**config.mk**
```make
export PLATFORM = sky130hd
export DESIGN_NAME = transpose_chunk_seq
export DESIGN_NICKNAME = d
export VERILOG_FILES = /design/src/rtl/transpose_chunk_seq.sv
export SDC_FILE = /design/constraint.sdc
export NUM_CORES = 1
export LEC_CHECK = 0
export ABC_AREA = 1
export CAP_MARGIN = 10
export CORE_AREA = 5 5 67 75
export CTS_CLUSTER_DIAMETER = 60
export DETAILED_ROUTE_END_ITERATION = 6
export DIE_AREA = 0 0 72 80
export PLACE_DENSITY = 0.67
export REMOVE_ABC_BUFFERS = 1
export SLEW_MARGIN = 20
export SYNTH_ARGS = -nofsm -noshare
export SYNTH_HDL_FRONTEND = slang
export SYNTH_SLANG_ARGS = --single-unit
export TNS_END_PERCENT = 50
```
**constraint.sdc**
```tcl
create_clock -name clk -period 4.9 [get_ports clk]
set_input_delay 1.225 -clock clk [delete_from_list [all_inputs] [get_ports clk]]
set_output_delay 1.225 -clock clk [all_outputs]
set_load 0.01 [all_outputs]
```
**src/rtl/transpose_chunk_seq.sv**
```systemverilog
// transpose_chunk_seq: walks every CHUNK_SIZE x CHUNK_SIZE tile of an
// ARR_SIZE x ARR_SIZE matrix and streams each tile's top-left byte address
// over a valid/ready handshake toward address_calc.
//
// state | meaning
// ------+-----------------------------------------------------------
// IDLE  | waiting for start; all outputs low
// RUN   | presenting chunk_addr; each fire advances to the next tile
// DONE  | one-cycle done pulse after the final fire, then IDLE
module transpose_chunk_seq #(
  parameter int DATA_WIDTH = 32,
  parameter int ARR_SIZE   = 8,
  parameter int ADDR_WIDTH = 8,
  parameter int CHUNK_SIZE = 2
) (
  input  logic                  clk,
  input  logic                  rst,
  input  logic                  start,
  input  logic                  mode,
  input  logic [ADDR_WIDTH-1:0] base_addr,
  output logic                  chunk_valid,
  input  logic                  chunk_ready,
  output logic [ADDR_WIDTH-1:0] chunk_addr,
  output logic                  chunk_last,
  output logic                  busy,
  output logic                  done
);

  localparam int EB    = DATA_WIDTH / 8;
  localparam int T     = ARR_SIZE / CHUNK_SIZE;
  localparam int IDX_W = (T > 1) ? $clog2(T) : 1;

  // Strides are reduced mod 2^ADDR_WIDTH; the address math wraps anyway.
  localparam logic [ADDR_WIDTH-1:0] COL_STRIDE = ADDR_WIDTH'(CHUNK_SIZE * EB);
  localparam logic [ADDR_WIDTH-1:0] ROW_STRIDE = ADDR_WIDTH'(CHUNK_SIZE * ARR_SIZE * EB);
  localparam logic [IDX_W-1:0]      IDX_MAX    = IDX_W'(T - 1);
  localparam logic                  ONE_TILE   = (T == 1);

  typedef enum logic [1:0] {
    IDLE = 2'd0,
    RUN  = 2'd1,
    DONE = 2'd2
  } state_t;

  state_t                state;
  logic                  mode_q;
  logic [IDX_W-1:0]      r_idx;
  logic [IDX_W-1:0]      c_idx;
  logic [ADDR_WIDTH-1:0] addr_q;
  logic [ADDR_WIDTH-1:0] line_base_q;

  logic                  fire;
  logic [ADDR_WIDTH-1:0] inner_stride;
  logic [ADDR_WIDTH-1:0] outer_stride;
  logic [IDX_W-1:0]      inner_idx;
  logic [IDX_W-1:0]      outer_idx;
  logic                  inner_wrap;
  logic [IDX_W-1:0]      inner_nxt;
  logic [IDX_W-1:0]      outer_nxt;
  logic [IDX_W-1:0]      r_nxt;
  logic [IDX_W-1:0]      c_nxt;
  logic [ADDR_WIDTH-1:0] line_base_nxt;
  logic [ADDR_WIDTH-1:0] addr_nxt;

  assign chunk_addr = addr_q;

  // Next tile position and running address; mode swaps which counter/stride is inner.
  always_comb begin
    fire          = chunk_valid & chunk_ready;
    inner_stride  = mode_q ? ROW_STRIDE : COL_STRIDE;
    outer_stride  = mode_q ? COL_STRIDE : ROW_STRIDE;
    inner_idx     = mode_q ? r_idx : c_idx;
    outer_idx     = mode_q ? c_idx : r_idx;
    inner_wrap    = (inner_idx == IDX_MAX);
    inner_nxt     = inner_wrap ? '0 : inner_idx + 1'b1;
    outer_nxt     = inner_wrap ? outer_idx + 1'b1 : outer_idx;
    r_nxt         = mode_q ? inner_nxt : outer_nxt;
    c_nxt         = mode_q ? outer_nxt : inner_nxt;
    line_base_nxt = line_base_q + outer_stride;
    addr_nxt      = inner_wrap ? line_base_nxt : addr_q + inner_stride;
  end

  // Sequencer FSM with registered handshake and status outputs.
  always_ff @(posedge clk) begin
    if (rst) begin
      state       <= IDLE;
      mode_q      <= 1'b0;
      r_idx       <= '0;
      c_idx       <= '0;
      addr_q      <= '0;
      line_base_q <= '0;
      chunk_valid <= 1'b0;
      chunk_last  <= 1'b0;
      busy        <= 1'b0;
      done        <= 1'b0;
    end else begin
      case (state)
        IDLE: begin
          done <= 1'b0;
          if (start) begin
            mode_q      <= mode;
            r_idx       <= '0;
            c_idx       <= '0;
            addr_q      <= base_addr;
            line_base_q <= base_addr;
            chunk_valid <= 1'b1;
            chunk_last  <= ONE_TILE;
            busy        <= 1'b1;
            state       <= RUN;
          end
        end
        RUN: begin
          if (fire) begin
            if (chunk_last) begin
              // Return the address bus to zero so IDLE presents all-low outputs.
              chunk_valid <= 1'b0;
              chunk_last  <= 1'b0;
              addr_q      <= '0;
              r_idx       <= '0;
              c_idx       <= '0;
              done        <= 1'b1;
              state       <= DONE;
            end else begin
              r_idx      <= r_nxt;
              c_idx      <= c_nxt;
              addr_q     <= addr_nxt;
              chunk_last <= (r_nxt == IDX_MAX) && (c_nxt == IDX_MAX);
              if (inner_wrap) begin
                line_base_q <= line_base_nxt;
              end
            end
          end
        end
        DONE: begin
          done  <= 1'b0;
          busy  <= 1'b0;
          state <= IDLE;
        end
        default: begin
          chunk_valid <= 1'b0;
          chunk_last  <= 1'b0;
          busy        <= 1'b0;
          done        <= 1'b0;
          state       <= IDLE;
        end
      endcase
    end
  end

endmodule

```
==> impl_metrics.yaml <==
outcome:
  result_of_the_run: "finished, final reports clean"
logic_synthesis:
  yosysTopAreaCellShare_pct: 35.32
  yosysTopAreaCell: "sky130_fd_sc_hd__dfxtp_1"
  post-synth-top-count-cell: "sky130_fd_sc_hd__nand2_1"
  count_of_different_cell_masters_after_synthesis: 29
  postSynthRegisterBits: 27
  synth_area_leaders: "sky130_fd_sc_hd__dfxtp_1 (35%), sky130_fd_sc_hd__nand2_1 (13%), sky130_fd_sc_hd__o21ai_0 (6.5%)"
  synth-seq-area-share_pct: 35.32
  synth_top_cells_by_count: "sky130_fd_sc_hd__nand2_1 (51), sky130_fd_sc_hd__dfxtp_1 (27), sky130_fd_sc_hd__nor2_1 (25), sky130_fd_sc_hd__inv_1 (22), sky130_fd_sc_hd__o21ai_0 (20)"
  synth_edf_count: 0
  synth_warnings: 0
  syn-instance-count: 223
  synth-async-reset-ratio_pct: 0
  synth_area_per_cell_sq_um: 6.862
  synth_area_sq_um: 1530
  postSynth.topFlopCell: "sky130_fd_sc_hd__dfxtp_1"
power:
  max-vdd-ir-drop_v: 0.0002006
  static-leakage-power_nw: 0.7937
  power_density_nw_per_um2: 333.2
routing:
  wirelength_per_cell_microns: 11.92
  detail_route.iter0.violations: 100
  route.final.wire_length_microns: 3563
  viasPerCell: 4.870
  route.detailed.drc: 0
  drt_first_pass_iters: 4
  antenna_violating_nets_left: 0
  dr_total_vias: 1456
critical_path:
  critPathSlowestCell: "sky130_fd_sc_hd__clkdlybuf4s50_1"
  endpoint_kind: "flip-flop"
  path_cells: "clkdlybuf4s50_1 > nand2_1 > nand2_4 > nand2_2 > nor2_2 > nand2_2 > clkinv_2 > o21ai_1 > a31oi_1"
  worst_setup_path_start_kind: "input pin"
  timing.critical_path.buf_inv: 2
  critPathMaxStageDelay_ns: 0.45
  path_common_cell: "sky130_fd_sc_hd__nand2_2"
  worst_ep_required_time_ns: 5.11
  worst-path-max-fanout: 12
  critPathArrivalTime_ns: 2.82
  worst-setup-path-type: "input pin to flip-flop"
  category_of_cells_accounting_for_the_largest_share_of_critical_path_delay: "simple AND/OR/NAND/NOR gates"
placement:
  port_buffers: 24
  gpl.final_weighted_congestion: 0.9055
  post-dp-hpwl_microns: 2712
  postPlaceCellArea_sq_um: 1794
sta:
  worst-slew-pin-transition_ns: 0.5206
  hold_viol_final: 0
  maxSlewHeadroom_pct: 65.26
  peak_freq_mhz: 383.2
  final_number_of_max_transition_violations: 0
  period_share_pct: 53.26
  setup_violations: 0
  totalNegativeSetupSlack_ns: 0
  timing.clock.skew_ns: 0.002407
  rsz0062_at_grt: "no"
  post-route-min-period_ns: 2.610
hold_path:
  holdCritPathClass: "flip-flop to flip-flop"
clocking:
  post-cts-setup-buffer-count: 0
  post_cts.resized_instances: 0
  path_clk_slew_ns: 0.09
  cts-root-buf: "sky130_fd_sc_hd__clkbuf_8"
  htree_num_levels: 1
  number_of_clock_buffers_inserted_by_tritoncts: 3
  cts_sinks: 27
  cts.path.max_buffers: 2
  ctsHoldBuffers: 0
  cts_tree: "built"
  clock_insertion_delay_worst_skew_ns: 0.27
final_layout:
  area_growth_pct: 20.20
  post-route-cell-area_sq_um: 1839
  antenna_cells: 0
  design.final.nets: 266
  final_layout_size_suffix_gt1_share_pct: 5.714
global_route:
  first_global_vias: 1299
  grt_antenna_before_repair: 0
  all_layer_gr_usage_pct: 13.08
  grt_first_pass_wirelength_microns: 6072
  globalRoute.totalOverflow: 0
  grt_max_degree: 19
die:
  floorplan.die_area_sq_um: 5760
  dieWidth_microns: 72
  ios: 25
  floorplan.rows: 25
  core_region_area_sq_um: 4192
  die_h_microns: 80
  starting_density_of_the_core_pct: 36.51
run:
  max_cap_violations: 0
## per-layer routing
metal	GRT usage [%]	vias to the layer above	wire length [microns]
met5	0	-	0
met4	4.511	0	53
met3	2.393	4	164
met2	20.59	31	1599
met1	17.78	646	1747
li1	-	775	-
## power breakdown
part / total (W) / internal [W] / switching (W)
sequential: 0.000275 / 0.000250 / 0.0000253
combinational: 0.000208 / 0.0000883 / 0.000120
clock: 0.000129 / 0.0000584 / 0.0000710
total: 0.000613 / 0.000396 / 0.000216
## registers in the layout, indices dropped and copies added (netlist names)
register,count
busy,1
chunk_valid,1
done,1
c_idx,2
chunk_addr,8
mode_q,1
line_base_q,8
chunk_last,1
r_idx,2
state,2
## cell usage in the layout, fill, tap and decap left out, drive strengths merged, types with 4 or more instances in the layout
| cell | n |
|---|---|
| a31oi | 7 |
| o21ai | 28 |
| ha | 7 |
| inv | 25 |
| nand2 | 55 |
| a21oi | 13 |
| nor2 | 27 |
| clkdlybuf4s50 | 24 |
| clkbuf | 4 |
| dfxtp | 27 |
| nand3 | 14 |
## through the flow
step                      total power [W]  utilization, %  hold WS (ns)  std cells  setup WS (ns)
after floorplan                 0.0004116               -        0.4524        217          2.686
after global placement          0.0004866           42.81        0.4540        295          2.043
after detailed placement        0.0004888           42.81        0.4642        295          1.999
after CTS                       0.0006175           43.88        0.4777        299          2.287
after global routing            0.0006587           43.88        0.5008        299          2.110
final                           0.0006128           43.88        0.4722        299          2.290
## cell type report
| type | instances | area [sq um] |
|---|---|---|
| Clock buffer | 4 | 45.04 |
| Fill cell | 460 | 2352 |
| Inverter | 26 | 101.3 |
| Multi-Input combinational cell | 164 | 844.6 |
| Sequential cell | 27 | 540.5 |
| Tap cell | 54 | 67.56 |
| Timing Repair Buffer | 24 | 240.2 |
## worst register-to-register path: stages, from the launching register on
cell                       delay (ns)
sky130_fd_sc_hd__dfxtp_1         0.65
sky130_fd_sc_hd__nand2_1         0.17
sky130_fd_sc_hd__nand2_1         0.11
sky130_fd_sc_hd__ha_1            0.47
sky130_fd_sc_hd__inv_1           0.19
sky130_fd_sc_hd__o21ai_0         0.26
sky130_fd_sc_hd__nand2_2         0.11
sky130_fd_sc_hd__clkinv_2        0.14
sky130_fd_sc_hd__o21ai_1         0.07
sky130_fd_sc_hd__a31oi_1         0.15
## cell families after synthesis
family | share of synthesized area [%]
AND/OR/NAND/NOR | 27.06
AO/OA/AOI/OAI | 18.23
buffers and inverters | 9.485
flip-flops | 35.32
adder cells (fa/ha/maj) | 5.723
XOR/XNOR | 2.862
multiplexers | 1.308
## final timing paths
kind,startpoint,endpoint,slack [ns],cells after the start
max,chunk_ready,line_base_q[4],2.29,9
min,done,done,0.47,2
max reg2reg,mode_q,line_base_q[4],2.53,9
min reg2reg,done,done,0.47,2
(Power assumes the default switching activity.)
